<file path="src/rtl/fp_norm_round.sv">
// rtl/fp_norm_round.sv - normalise and round-to-nearest-even a raw FP sum
module fp_norm_round #(
    parameter int EXP_W  = 8,
    parameter int MANT_W = 23
) (
    input  logic                      clk_i,
    input  logic                      rst_ni,
    input  logic                      vld_i,
    output logic                      rdy_o,
    input  logic                      sign_i,
    input  logic [EXP_W-1:0]          exp_i,
    input  logic [MANT_W+1:0]         mant_i,
    input  logic [2:0]                grs_i,
    input  logic                      special_i,
    output logic                      vld_o,
    input  logic                      rdy_i,
    output logic [EXP_W+MANT_W:0]     res_o,
    output logic                      status_o
);

    localparam logic [EXP_W-1:0] EXP_ONES = '1;
    localparam logic [EXP_W-1:0] EXP_ONE  = {{(EXP_W-1){1'b0}}, 1'b1};

    typedef enum logic [1:0] {IDLE, NORM, ROUND, DONE} state_t;

    state_t                  state_q, state_d;
    logic                    sign_q, sign_d;
    logic [EXP_W-1:0]        exp_q, exp_d;
    logic [MANT_W+1:0]       mant_q, mant_d;
    logic [2:0]              grs_q, grs_d;
    logic [EXP_W+MANT_W:0]   res_q, res_d;
    logic                    status_q, status_d;
    logic                    vld_q, vld_d;

    logic [EXP_W:0]          exp_wide;
    logic [EXP_W-1:0]        exp_inc_sat;
    logic                    inc;
    logic [MANT_W+1:0]       rsum;
    logic [MANT_W-1:0]       frac_r;
    logic [EXP_W-1:0]        exp_r;

    assign rdy_o    = rst_ni && (state_q == IDLE);
    assign vld_o    = vld_q;
    assign res_o    = res_q;
    assign status_o = status_q;

    // Exponent increment saturates at all ones so overflow always lands on infinity.
    always_comb begin
        exp_wide    = {1'b0, exp_q} + {{EXP_W{1'b0}}, 1'b1};
        exp_inc_sat = (exp_wide >= {1'b0, EXP_ONES}) ? EXP_ONES : exp_wide[EXP_W-1:0];
        inc         = grs_q[2] & (grs_q[1] | grs_q[0] | mant_q[0]);
        rsum        = {1'b0, mant_q[MANT_W:0]} + {{(MANT_W+1){1'b0}}, inc};
        if (rsum[MANT_W+1]) begin
            frac_r = rsum[MANT_W:1];
            exp_r  = exp_inc_sat;
        end else begin
            frac_r = rsum[MANT_W-1:0];
            exp_r  = (exp_q == '0 && rsum[MANT_W]) ? EXP_ONE : exp_q;
        end
    end

    always_comb begin
        state_d  = state_q;
        sign_d   = sign_q;
        exp_d    = exp_q;
        mant_d   = mant_q;
        grs_d    = grs_q;
        res_d    = res_q;
        status_d = status_q;
        vld_d    = vld_q;
        case (state_q)
            IDLE: begin
                if (vld_i) begin
                    sign_d = sign_i;
                    exp_d  = exp_i;
                    mant_d = mant_i;
                    grs_d  = grs_i;
                    if (special_i) begin
                        res_d    = {sign_i, EXP_ONES, mant_i[MANT_W-1:0]};
                        status_d = 1'b1;
                        vld_d    = 1'b1;
                        state_d  = DONE;
                    end else if (mant_i == '0 && grs_i == 3'b000) begin
                        res_d    = {sign_i, {(EXP_W+MANT_W){1'b0}}};
                        status_d = 1'b0;
                        vld_d    = 1'b1;
                        state_d  = DONE;
                    end else begin
                        state_d = NORM;
                    end
                end
            end
            NORM: begin
                if (mant_q[MANT_W+1]) begin
                    mant_d  = {1'b0, mant_q[MANT_W+1:1]};
                    grs_d   = {mant_q[0], grs_q[2], grs_q[1] | grs_q[0]};
                    exp_d   = exp_inc_sat;
                    state_d = ROUND;
                end else if (mant_q[MANT_W]) begin
                    state_d = ROUND;
                end else if (exp_q > EXP_ONE) begin
                    mant_d = {mant_q[MANT_W:0], grs_q[2]};
                    grs_d  = {grs_q[1], 1'b0, grs_q[0]};
                    exp_d  = exp_q - EXP_ONE;
                end else begin
                    exp_d   = '0;
                    state_d = ROUND;
                end
            end
            ROUND: begin
                if (exp_r == EXP_ONES) begin
                    res_d    = {sign_q, EXP_ONES, {MANT_W{1'b0}}};
                    status_d = 1'b1;
                end else begin
                    res_d    = {sign_q, exp_r, frac_r};
                    status_d = 1'b0;
                end
                vld_d   = 1'b1;
                state_d = DONE;
            end
            DONE: begin
                if (rdy_i) begin
                    vld_d   = 1'b0;
                    state_d = IDLE;
                end
            end
            default: state_d = IDLE;
        endcase
    end

    always_ff @(posedge clk_i) begin
        if (!rst_ni) begin
            state_q  <= IDLE;
            sign_q   <= 1'b0;
            exp_q    <= '0;
            mant_q   <= '0;
            grs_q    <= '0;
            res_q    <= '0;
            status_q <= 1'b0;
            vld_q    <= 1'b0;
        end else begin
            state_q  <= state_d;
            sign_q   <= sign_d;
            exp_q    <= exp_d;
            mant_q   <= mant_d;
            grs_q    <= grs_d;
            res_q    <= res_d;
            status_q <= status_d;
            vld_q    <= vld_d;
        end
    end

endmodule

</file>
<file path="config.mk">
export PLATFORM = sky130hd
export DESIGN_NAME = fp_norm_round
export DESIGN_NICKNAME = d
export VERILOG_FILES = /design/src/rtl/fp_norm_round.sv
export SDC_FILE = /design/constraint.sdc
export NUM_CORES = 1
export LEC_CHECK = 0
export BUFFER_PORTS_ARGS = -buffer_cell sky130_fd_sc_hd__buf_2
export CAP_MARGIN = 20
export CELL_PAD_IN_SITES_DETAIL_PLACEMENT = 1
export CELL_PAD_IN_SITES_GLOBAL_PLACEMENT = 1
export CORE_MARGIN = 10
export CORE_UTILIZATION = 25
export DETAILED_ROUTE_END_ITERATION = 7
export PLACE_DENSITY = 0.57
export SLEW_MARGIN = 20
export SYNTH_ARGS = -nofsm -noshare
export SYNTH_HDL_FRONTEND = slang
export SYNTH_SLANG_ARGS = --single-unit
</file>
<file path="constraint.sdc">
create_clock -name clk_i -period 3 [get_ports clk_i]
set_input_delay 0.15 -clock clk_i [delete_from_list [all_inputs] [get_ports clk_i]]
set_output_delay 0.15 -clock clk_i [all_outputs]
set_load 0.02 [all_outputs]
</file>
======== Yosys cells after proc, flatten, opt, wreduce, memory -nomap -nowiden ========
Cells that the tools add are included.
W data, S select, Z words.
storage, ports and cells
  word-level logic and storage cells ...... 89
  register bits after elaboration ......... 73
cells by class
  order comparisons ....................... 2
  multiplexer cells ....................... 42
  equality and inequality tests ........... 11
  reduce and logical (&&, ||, !) cells .... 18
  add/sub/neg operators ................... 3
  bitwise operators ....................... 3
operators with widths
  cell                   count
  $mux W32               3
  $mux W24               3
  $pmux W32 S2           1
  $mux W8                7
  $pmux W25 S2           1
  $mux W31               1
  $add A24 B1 Y25        1
  $logic_not A25 Y1      1
  $mux W25               1
  $mux W23               1
  $pmux W8 S2            1
  $mux W2                7
  $mux W3                4
  $reduce_and A3 Y1      4
  $add A8 B1 Y9 const B  1
  $ge A9 B8 Y1 const B   1
  $eq A8 B8 Y1 const B   1
  $gt A8 B1 Y1 const B   1
  $logic_not A8 Y1       1
  $mux W1                8
  $pmux W2 S4            1
  $reduce_and A4 Y1      2
  $sub A8 B1 Y8 const B  1
  $ne A2 B2 Y1 const B   3
  16 further kinds       23

======== Logic depth before layout (Yosys ltp) ========
  word-level depth ........................ 10
  gate-level depth with buffers ........... 11
  gate-level depth less buffers ........... 9

======== Worst setup path before layout ========
No wires, ideal clock.
  path type ............................... register -> register
  start point ............................. register grs_q[2]
  end point ............................... register res_q[10], in the netlist res_o[10]
  arrival ................................. 2.568 ns
  buffers on the path ..................... 1
  stages on the path, launching flop included .. 11
  setup slack ............................. 0.296 ns
  path through ............................ dfxtp_1 and2_1 ha_1 nand4_1 or4_4 nor2_1 nand2_1 o2bb2ai_1 a211oi_4 buf_4 a31oi_1
on the way
  cells in the longest elaborated chain, start to end .. 8
  elaborated cells between the ends (all ways) .. 9
ends and longest elaborated chain
  element                   RTL line  RTL
  start: declaration        30        logic [2:0] grs_q, grs_d;
  start signal: assignment  146       grs_q <= grs_d;
  $and A1 B1 Y1 (*)         51        inc = grs_q[2] & (grs_q[1] | grs_q[0] | mant_q[0]);
  $add A24 B1 Y25 (*)       52        rsum = {1'b0, mant_q[MANT_W:0]} + {{(MANT_W+1){1'b0}}, inc};
  $logic_and A1 B1 Y1       58        exp_r = (exp_q == '0 && rsum[MANT_W]) ? EXP_ONE : exp_q;
  $mux W8                   58
  $mux W8                   53        if (rsum[MANT_W+1]) begin
  $eq A8 B8 Y1              111       if (exp_r == EXP_ONES) begin
  $mux W31 (*)              111
  $pmux W32 S2 (*)          71        case (state_q)
  end signal: assignment    147       res_q <= res_d;
  end: declaration          31        logic [EXP_W+MANT_W:0] res_q, res_d;
Mark *: on every way between the ends. The rest lies on a longest branch, timed or not.
A chain may end at the register's enable or synchronous reset.

======== Final worst setup path ========
  start point ............................. register exp_q[1]
  end point ............................... register res_q[16], in the netlist res_o[16]
on the way
  cells in the longest elaborated chain, start to end .. 7
  elaborated cells between the ends (all ways) .. 10
ends and longest elaborated chain
  element                                                     RTL line  RTL
  start: declaration                                          28        logic [EXP_W-1:0] exp_q, exp_d;
  start signal: assignment                                    144       exp_q <= exp_d;
  $add A8 B1 Y9 / $logic_not A8 Y1 (equally long branches)    49, 58
  $ge A9 B8 Y1 / $logic_and A1 B1 Y1 (equally long branches)  50, 58
  $mux W8 (on tied branches)                                  50, 58
  $mux W8 (*)                                                 53
  $eq A8 B8 Y1 (*)                                            111
  $mux W31 (*)                                                111
  $pmux W32 S2 (*)                                            71
Marked as above.

==> metrics.md <==
| Metric | Value |
|---|---|
| Layout Cells excl Fill | `approximately 1000` |
| Final Cycle Share | `a little over nine tenths` |
| Insertion delay to the later sink of the worst-skew pair | `360 ps` |
| Cell area after synthesis | `approximately 5000 sq um` |
| Pre-CTS setup slack | `-50.74 ps` |
| Post-DP HPWL | `around 16 mm` |
| H-tree levels | `3` |
| Root Driver | `clkbuf_16` |
| Met2 Use GR | `between 20% and 30%` |
| Reg clk slew, reported paths | `about 70 ps` |
| Ys Warns | `0` |
| Clock period minus worst slack | `roughly 2800 ps` |
| Maxcap violations | `0` |
| VDD IR-drop max | `511.7 uV` |
| DR WL/cell | `~20 um` |
| First-pass GRT wire length | `approximately 33 mm` |
| Worst R2R Start | `exp_q[1]` |
| Sequential fraction of the synthesis area | `between 20% and 30%` |
| DIE AREA | `around 26000 sq um` |
| Busiest grt layer | `met2` |
| Syn avg cell area | `7.127 sq um` |
| Vias in the first global route | `about 5700` |
| Gr ovfl total | `0` |
| GP Congestion | `around 0.85` |
| Setup violators final | `0` |
| Routed Antenna Nets | `0` |
| Hold Violations, Final | `0` |
| Final worst clock skew | `11.25 ps` |
| FFs w/ async S/R, synth | `0%` |
| Initial antenna violation count | `0` |
| Fin. max-slew vios | `0` |
| Die Y | `~160 um` |
| Cells after Synth | `708` |
| Hold crit path type | `in2reg` |
| CTS Buffer Depth | `2` |
| Yosys top cell by area | `dfxtp_1` |
| Pwr Total | `7.009 mW` |
| Least-Margin Pin Slew | `between 700 and 800 ps` |
| Cts hold-fix bufs | `0` |
| Kind of critical path | `reg2reg` |
| Synth Flop Type | `dfxtp_1` |
| Status | `complete, no violations` |
| Hold_sp | `sign_i` |
| Ant diodes | `0` |
| Synth Register Bits | `between 70 and 80` |
| Largest net degree at the start of global routing | `50` |
| Final worst slack | `approximately 170 ps` |
| Power density over the cells | `approximately 1100 nW/um^2` |
| Crit path launch type | `register` |
| Filler Cells Inserted | `approximately 2500` |
| Drc violations | `0` |
| Synth-to-layout area growth | `22.22%` |
| Crit-path cells | `ha_1 -> buf_4 -> xor2_1 -> nor4bb_1 -> and3_2 -> o31ai_2 -> a211oi_4 -> buf_12 -> a31oi_1` |
| DR vias/cell | `approximately 5.4` |
| DP Area | `5849 sq um` |
| Number of CTS-inserted buffers | `9` |
| CTS tree | `done` |
| Worst path arrival time | `between 3000 and 4000 ps` |
| Setup crit end kind | `register` |
| Core ar. | `19650 sq um` |
| Slowest-stage cell, CP | `dfxtp_1` |
| Fraction of layout cells with a size suffix above 1 | `a little over a fifth` |
| Ports | `77` |
| CP max FO | `24` |
| TNS Setup | `0 ps` |
| Fin nets | `824` |
| Drt pass-1 iters | `5` |
| Static leakage | `between 2 and 2.5 nW` |
| GRT Util Overall | `15.58%` |
| Relative slew slack | `51.71%` |
| RSZ-0062 raised after global routing | `false` |
| Post-Route WL | `20.85 mm` |
| Critical path required time | `3220 ps` |
| Clk sinks | `73` |
| Initial Utilization | `between 20% and 30%` |
| Finished Cell Area | `about 6200 sq um` |
| Fmax | `roughly 350 MHz` |
| Post-placement cell count | `around 1000` |
| Routed via count | `about 5600` |
| Max stage delay on crit path | `between 500 and 600 ps` |
| Met1 usage | `between 20% and 30%` |
| Met3 Track Usage GR | `slightly below 3%` |
| Number of port buffers | `76` |
| Distinct cells, synth | `63` |
| Synth area leaders | `dfxtp_1 (29%), a21oi_1 (7.5%), nand2_1 (6.4%)` |
| Top cell type's share of synthesized area | `~29%` |
| Syn nets | `761` |
| Initial DRC count | `between 200 and 300` |
| Crit path from | `exp_q[1]` |
| Count of flip-flops with a built-in enable after synthesis | `0` |
| Row count | `51` |
| Die Width | `approximately 160 um` |
-- final cells by class --
class                           count  area (sq um)  area share, %
Multi-Input combinational cell    549          3287          53.30
Inverter                           15         56.30         0.9130
Timing Repair Buffer              123         758.2          12.29
Tap cell                          265         331.6          5.376
Clock inverter                      7         47.55         0.7709
Clock buffer                        9         225.2          3.652
Sequential cell                    73          1461          23.70
-- through the flow --
stage          util [%]  hold WS [ps]
3_3_place_gp      29.76         441.7
5_1_grt           31.38         105.0
3_5_place_dp      29.76         462.9
2_1_floorplan         -         297.5
4_1_cts           31.16         88.34
6_report          31.38         94.46
-- critical path, delay by kind of cell, from the launching register on --
family                   cells  cell delay [ps]
AND/OR/NAND/NOR              2              650
AO/OA/AOI/OAI                3              520
flip-flops                   1              510
buffers and inverters        2              420
adder cells (fa/ha/maj)      1              370
XOR/XNOR                     1              210
-- placed cells by master, fill, tap and decap left out, types with 4 or more instances in the layout --
master,synthesis,final
nand2_1,86,86
nor2_1,77,76
buf_2,12,76
a21oi_1,76,75
dfxtp_1,73,73
buf_4,1,45
o21ai_0,45,44
nand3_1,26,26
a211oi_1,26,26
a31oi_1,16,16
nand4_1,15,15
inv_1,14,14
xnor2_1,13,13
nor4_1,12,12
xor2_1,11,11
o221ai_1,10,10
ha_1,11,10
nor3_1,9,9
clkbuf_16,0,9
and3_1,9,8
a21o_1,8,8
o211ai_1,8,8
nor2b_1,7,7
a211o_1,7,7
or3_1,5,5
o21ai_1,4,5
and2_1,5,4
and4_1,4,4
nand2b_1,4,4
nand4b_1,4,4
-- routing by layer --
layer  wire length, um  share of wire [%]
met3              1088                5.2
met4               290                1.4
met1              9831                 47
met2              9637                 46
met5                 0                  0
-- cells by family (layout without fill, tap and decap cells) --
kind of cell | Yosys count | after routing | synth area share, %
compound gates | 239 | 239 | 30.90
xor+xnor | 24 | 24 | 4.166
fa+ha+maj | 11 | 11 | 2.727
buf+inv | 86 | 154 | 6.943
flops | 73 | 73 | 28.96
mux | 3 | 3 | 0.5951
simple gates | 272 | 272 | 25.71
-- cell usage after synthesis (all sizes together), types with 13 or more instances --
cell,count
a31oi,16
nand3,27
nor4,13
a21oi,76
nand2,86
nand4,16
buf,17
a211oi,27
inv,14
nor2,77
dfxtp,73
xnor2,13
o21ai,49
clkbuf,54
-- report_power, final --
group / leakage, nW / internal, mW / switching, mW
clock: 0.131 / 0.558 / 0.476
sequential: 0.603 / 1.41 / 0.453
combinational: 1.65 / 1.54 / 2.58
total: 2.38 / 3.50 / 3.51
-- worst paths after layout --
path                             endpoint  slack, ps  cells after the start
worst min register to register     sign_q        480                      2
worst max register to register  res_o[16]        170                      9
worst max-delay path            res_o[16]        170                      9
worst min-delay path               sign_q         90                      3
-- flip-flops by register name, indices dropped and copies added, names as in the netlist --
name and cells:
vld_o 1, exp_q 8, res_o 32, status_o 1
sign_q 1, grs_q 3, mant_q 25, state_q 2
-- timing repair --
| action | in CTS | in global routing |
|---|---|---|
| gates resized for setup | 1 | 7 |
| buffers inserted | 0 | 1 |
| endpoints found under the setup margin | 3 | 21 |
| pin swaps | 1 | 2 |
Power figures use the tool's default switching activity.
